[config.mk]
export PLATFORM = sky130hd
export DESIGN_NAME = inport_debouncer
export DESIGN_NICKNAME = d
export VERILOG_FILES = /design/src/rtl/inport_debouncer.sv
export SDC_FILE = /design/constraint.sdc
export NUM_CORES = 1
export LEC_CHECK = 0
export CAP_MARGIN = 20
export CORE_ASPECT_RATIO = 2
export CORE_MARGIN = 1
export CORE_UTILIZATION = 50
export DETAILED_ROUTE_END_ITERATION = 16
export DONT_BUFFER_PORTS = 1
export HOLD_SLACK_MARGIN = 0.1
export PLACE_DENSITY_LB_ADDON = 0.08
export SLEW_MARGIN = 20
export SYNTH_ARGS = -nofsm -noshare
export SYNTH_HDL_FRONTEND = slang
export SYNTH_SLANG_ARGS = --single-unit
[constraint.sdc]
create_clock -name clk -period 4.8 [get_ports clk]
set_clock_uncertainty 0.15 [all_clocks]
set_input_delay 0.96 -clock clk [delete_from_list [all_inputs] [get_ports clk]]
set_output_delay 0.96 -clock clk [all_outputs]
set_load 0.02 [all_outputs]
[src/rtl/inport_debouncer.sv]
// Switch/pushbutton conditioner feeding the datapath input port: 2-flop synchronizers,
// a whole-word switch debouncer and a press-pulse FSM for the load button.
module inport_debouncer #(
    parameter int REG_SIZE        = 32,
    parameter int DEBOUNCE_CYCLES = 4,
    parameter int CNT_WIDTH       = 16
) (
    input  logic                clk,
    input  logic                reset_n,
    input  logic [REG_SIZE-1:0] sw_raw,
    input  logic                btn_raw_n,
    output logic [REG_SIZE-1:0] inport_data,
    output logic                data_valid,
    output logic                changed_pulse,
    output logic                btn_pulse
);

    localparam logic [CNT_WIDTH-1:0] CNT_MAX = CNT_WIDTH'(DEBOUNCE_CYCLES - 1);

    typedef enum logic [1:0] {
        IDLE        = 2'd0,
        DEB_PRESS   = 2'd1,
        PRESSED     = 2'd2,
        DEB_RELEASE = 2'd3
    } btn_state_t;

    logic [1:0][REG_SIZE-1:0] sw_sync;
    logic [1:0]               btn_sync;
    logic [REG_SIZE-1:0]      sw_s;
    logic                     btn_s;
    logic [REG_SIZE-1:0]      cand;
    logic [CNT_WIDTH-1:0]     sw_cnt;
    logic [CNT_WIDTH-1:0]     btn_cnt;
    btn_state_t               btn_state;

    assign sw_s  = sw_sync[1];
    assign btn_s = btn_sync[1];

    // Button chain resets to 1 so an idle (released) button is seen at once.
    always_ff @(posedge clk or negedge reset_n) begin
        if (!reset_n) begin
            sw_sync  <= '0;
            btn_sync <= 2'b11;
        end else begin
            sw_sync  <= {sw_sync[0], sw_raw};
            btn_sync <= {btn_sync[0], btn_raw_n};
        end
    end

    // One counter for the whole word: any bit change restarts the stability window.
    always_ff @(posedge clk or negedge reset_n) begin
        if (!reset_n) begin
            cand          <= '0;
            sw_cnt        <= '0;
            inport_data   <= '0;
            data_valid    <= 1'b0;
            changed_pulse <= 1'b0;
        end else begin
            changed_pulse <= 1'b0;
            if (sw_s != cand) begin
                cand   <= sw_s;
                sw_cnt <= '0;
            end else if (sw_cnt < CNT_MAX) begin
                sw_cnt <= sw_cnt + 1'b1;
            end else begin
                data_valid <= 1'b1;
                if (cand != inport_data) begin
                    inport_data   <= cand;
                    changed_pulse <= 1'b1;
                end
            end
        end
    end

    always_ff @(posedge clk or negedge reset_n) begin
        if (!reset_n) begin
            btn_state <= IDLE;
            btn_cnt   <= '0;
            btn_pulse <= 1'b0;
        end else begin
            btn_pulse <= 1'b0;
            case (btn_state)
                IDLE: begin
                    btn_cnt <= '0;
                    if (!btn_s) btn_state <= DEB_PRESS;
                end
                DEB_PRESS: begin
                    if (btn_s) begin
                        btn_state <= IDLE;
                        btn_cnt   <= '0;
                    end else if (btn_cnt == CNT_MAX) begin
                        btn_state <= PRESSED;
                        btn_cnt   <= '0;
                        btn_pulse <= 1'b1;
                    end else begin
                        btn_cnt <= btn_cnt + 1'b1;
                    end
                end
                PRESSED: begin
                    btn_cnt <= '0;
                    if (btn_s) btn_state <= DEB_RELEASE;
                end
                DEB_RELEASE: begin
                    if (!btn_s) begin
                        btn_state <= PRESSED;
                        btn_cnt   <= '0;
                    end else if (btn_cnt == CNT_MAX) begin
                        btn_state <= IDLE;
                        btn_cnt   <= '0;
                    end else begin
                        btn_cnt <= btn_cnt + 1'b1;
                    end
                end
                default: begin
                    btn_state <= IDLE;
                    btn_cnt   <= '0;
                end
            endcase
        end
    end

endmodule

# ---- Word-level counts from Yosys, hierarchy flattened
# Index checks and enable logic that the tools add are counted.
dict set report word_totals {
  in_bits 35
  out_inout_bits 35
  ff_bits 167
}
dict set report classes {
  eq_ne 10
  order_cmp 1
  reduce_logical 6
  n_addsub 2
  bitwise_logic 2
  n_mux 19
}
# operator count
set op_table {}
lappend op_table {{two-way mux 16 bit} 5}
lappend op_table {{!= test 32 bit} 2}
lappend op_table {{case mux 16 bit (3 select lines)} 1}
lappend op_table {{adder 16 x 1 -> 16 bit, second input constant} 2}
lappend op_table {{equality test 16 x 2 -> 1 bit, second input constant} 1}
lappend op_table {{less-than comparator 16 x 2 -> 1 bit, second input constant} 1}
lappend op_table {{two-way mux 2 bit} 6}
lappend op_table {{case mux 2 bit (4 select lines)} 1}
lappend op_table {{two-way mux 1 bit} 6}
lappend op_table {{!= test 3 bit, second input constant} 2}
lappend op_table {{equality test 2 bit, second input constant} 2}
lappend op_table {{!= test 2 bit, second input constant} 2}
lappend op_table {{AND reduction 4 bit} 1}
lappend op_table {{AND reduction 3 bit} 1}
lappend op_table {{equality test 2 x 1 -> 1 bit, second input constant} 1}
lappend op_table {{zero test 2 bit} 1}
lappend op_table {{NOT 1 bit} 2}
lappend op_table {{AND reduction 2 bit} 1}
lappend op_table {{nonzero test 2 bit} 1}
lappend op_table {{OR reduction 2 bit} 1}

# ---- Depth between registers and ports, before layout
dict set report depth {
  ltp_word 4
  ltp_mapped 8
}

# ---- Worst setup path after synthesis
# No wires, ideal clock.
dict set report synth_timing {
  kind {flip-flop to flip-flop}
  from {register cand[25]}
  to {register inport_data[10]}
  t_arrival_ns 1.921
  slack_ns 2.604
  path_buffers 2
  stages_incl_launch_ff 9
  t_required_ns 4.525
  path_cell_list {dfrtp_1 xor2_1 nor4_1 nand4_2 nor2_4 and3_1 buf_6 buf_12 mux2_4}
}
dict set report synth_between {
  elab_chain_cells 3
  word_cells_on_any_way 4
  cone_classes {eq/ne (2); bitwise (1); reduce/logical (1)}
}
# item line
set synth_lines {}
lappend synth_lines {{from (decl)} 31} ;# logic [REG_SIZE-1:0] cand;
lappend synth_lines {{from (signal assigned)} 61} ;# cand <= sw_s;
lappend synth_lines {{!= test 32 bit} 60} ;# if (sw_s != cand) begin
lappend synth_lines {{NOT 1 bit (no source line)} n/a}
lappend synth_lines {{AND reduction 3 bit (no source line) (*)} n/a}
lappend synth_lines {{to (signal assigned)} 68} ;# inport_data <= cand;
lappend synth_lines {{to (decl)} 12} ;# output logic [REG_SIZE-1:0] inport_data,
# Every way passes the cells marked *; elsewhere a longest branch is shown, timed or not.
# A chain may end at the register's enable or synchronous reset.

# ---- Final worst setup path
dict set report layout_timing {
  from {register cand[23]}
  to {register inport_data[31]}
}
# Same word-level chain as after synthesis.

==> results_dict.tcl <==
set metrics [dict create \
    syn_to_final_growth_pct 10.2 \
    dpl.hpwl_um 6910 \
    drive_gt1_frac 0.187 \
    status "finished clean" \
    r2r-start "cand[23]$_DFFE_PN0N_" \
    syn_avg_cell_area_um2 14.7 \
    diodes 0 \
    rsz0062_at_grt "false" \
    synth.most_common_cell "dfrtp_1" \
    synth_area_leader_cell "dfrtp_1" \
    cpMaxStageDelayCell "nor4_1" \
    io_buffers 0 \
    synth_top_area_frac 0.676 \
    total_power_mw 2.94 \
    gr-total-overflow 0 \
    maxCapViolations 0 \
    timing.final.crit_period_ns 3.41 \
    p_comb_frac 0.039 \
    worst_ep_required_time_ns 4.94 \
    cp_max_fo 25 \
    initial_utilization 0.516 \
    r2r_slack_ns 1.39 \
    dr.pass1.iters 4 \
    ys_seq_area_frac 0.684 \
    sequentialPowerShare 0.514 \
    grt_pass1_wl_um 16400 \
    min_path_type "reg2reg" \
    crit_family "simple AND/OR/NAND/NOR gates" \
    dr_total_vias 2883 \
    die_h_um 158 \
    finalHoldViolCount 0 \
    row_count 56 \
    worst_pin_slew_ns 0.678 \
    core_area_um2 11800 \
    cp-end-kind "flip-flop" \
    synth-seq-cells 167 \
    min_period_over_period 0.711 \
    h-tree-depth 4 \
    synth-main-ff-cell "dfrtp_1" \
    die_w_um 80.2 \
    cp_cell_sequence "xor2_1, nor4_1, nand4_1, nor2_4, and3_2, buf_4, mux2_2" \
    clock_insertion_delay_worst_skew_ns 0.42 \
    grt_usage 0.179 \
    synth_cells 415 \
    drc 0 \
    setup_viol 0 \
    grt_antenna_before_repair 0 \
    netSwitchingPower_mw 0.669 \
    power_frac_clock 0.447 \
    yosys-top-cells-count "165 x dfrtp_1, 42 x xor2_1, 37 x xnor2_1" \
    swShare 0.228 \
    layout.nets 436 \
    cts-root-buf "clkbuf_16" \
    fmax_mhz 293 \
    cts.repair.resized 0 \
    synth_area_um2 6110 \
    power.leakage_nw 3.00 \
    grt_pass1_vias 3250 \
    post_drt_wl_per_cell_um 18.3 \
    fill_cells 922 \
    criticalPathCategory "reg2reg" \
    critPathArrivalTime_ns 3.56 \
    ir_drop_mv 0.271 \
    grt_max_degree 168 \
    gp_routability_congestion 0.753 \
    timing.rr.end "inport_data[31]$_DFFE_PN0P_" \
    yosysWarnings 0 \
    clockBufferDepth 2 \
    drt_iter0_markers 126 \
    synth_edf_count 0 \
    power_density_nw_per_um2 436 \
    cts_tree "done" \
    rr_worst_depth 7 \
    worstHoldStart "sw_sync[16]$_DFF_PN0_" \
    synth_cell_types 29 \
    tns_ns 0 \
    startpoint_type "flip-flop" \
    synth_area_leaders "dfrtp_1 68%, mux2_4 7.1%, xor2_1 6.0%" \
    avgViaCountPerCell 5.18 \
    cp.depth 7 \
    slowest_delay_ns 0.55 \
    final_antenna_net_count 0 \
    die_area_um2 12700 \
    routed_wl_um 10200 \
    clock-sinks 167 \
    numCtsBuffers 17 \
    drv_slew 0 \
    path_clk_slew_ns 0.07 \
    internal_power_mw 2.27 \
    async_flop_share 1.00 \
    slew_headroom 0.544 \
    ios 70 \
    synth_fp_nets 452 \
    min_delay_worst_endpoint "sw_s[16]$_DFF_PN0_" \
    whs_path_depth 0 \
    path_buf_inv 1 \
]
==> area by class of cell <==
type,instances,area [µm²],area share
clock buffer,20,467,0.0693
clock inverter,12,115,0.0171
inverter,3,11.3,0.00167
multi-input combinational,207,1720,0.255
sequential,167,4180,0.621
tap,145,181,0.0270
timing repair buffer,3,55.1,0.00818
==> power groups by stage <==
stage	Clock [mW]	Combinational [mW]	Sequential, mW
after global routing	1.40	0.133	1.52
after global placement	0	0.0865	1.53
after CTS	1.34	0.0867	1.51
after detailed placement	0	0.0861	1.54
after floorplan	0	0.0756	1.52
final	1.31	0.114	1.51
==> registers in the layout, summed over array words and instances (netlist names), named ones only <==
name / flops
btn_sync: 2
sw_cnt: 16
changed_pulse: 1
sw_s: 32
btn_pulse: 1
data_valid: 1
btn_cnt: 16
inport_data: 32
sw_sync: 32
cand: 32
btn_state: 1
==> logic make-up after synthesis <==
logic type	Yosys count	synth area share
AOI/OAI and AO/OA	4	0.00389
xor gates and xnor gates	79	0.113
adders and majority gates	2	0.00410
buffers and inverters	41	0.0344
DFF	167	0.684
muxes	33	0.0784
and+or+nand+nor	89	0.0815
==> worst max-delay path by stage <==
stage / from / end
floorplan: cand[25]$_DFFE_PN0N_ / inport_data[10]$_DFFE_PN0P_
global placement: cand[23]$_DFFE_PN0N_ / inport_data[31]$_DFFE_PN0P_
detailed placement: cand[23]$_DFFE_PN0N_ / inport_data[31]$_DFFE_PN0P_
finish: cand[23]$_DFFE_PN0N_ / inport_data[31]$_DFFE_PN0P_
CTS: cand[23]$_DFFE_PN0N_ / inport_data[31]$_DFFE_PN0P_
global route: cand[23]$_DFFE_PN0N_ / inport_data[0]$_DFFE_PN0P_
==> placed cells by master, fill, tap and decap left out, types with 2 or more instances in the layout <==
master      count
clkbuf_8        3
mux2_2          3
and2_1         11
inv_1           3
dfrtp_1       165
nor3_1          7
mux2_4         29
clkinvlp_4      3
nand4_1        12
dfstp_2         2
nor2_1         17
nand3_1         9
o21ai_0         2
ha_1            2
inv_6           5
clkbuf_16      17
and2_2          4
clkinv_2        2
xnor2_1        37
nand2_1         7
xor2_1         42
nor4_1         15
==> worst reg2reg max path, stage by stage (launching register included) <==
cell     delay (ns)
dfrtp_1        0.43
xor2_1         0.16
nor4_1         0.55
nand4_1        0.36
nor2_4         0.35
and3_2         0.43
buf_4          0.47
mux2_2         0.40
==> repair_timing <==
action	in CTS	in global routing
setup buffers	0	0
endpoints found under the setup margin	0	0
endpoints found under the hold margin	165	38
==> per-stage QoR <==
step / utilization / hold WS (ns) / cell area [µm²] / worst slack, ns / std cells
after floorplan: - / 0.181 / 6110 / 2.60 / 415
after global placement: 0.515 / 0.182 / 6100 / 1.36 / 523
after detailed placement: 0.515 / 0.185 / 6100 / 1.30 / 523
after CTS: 0.564 / 0.0715 / 6680 / 1.28 / 555
after global routing: 0.568 / 0.201 / 6730 / 1.19 / 557
final: 0.568 / 0.197 / 6730 / 1.39 / 557
==> layer usage <==
metal	track usage	routed length (µm)	vias up
met1	0.188	3900	1488
li1	-	-	1319
met2	0.325	5620	67
met5	0	0	-
met3	0.0556	523	9
met4	0.0689	138	0
Note: power is estimated with default switching activity, not from simulation.
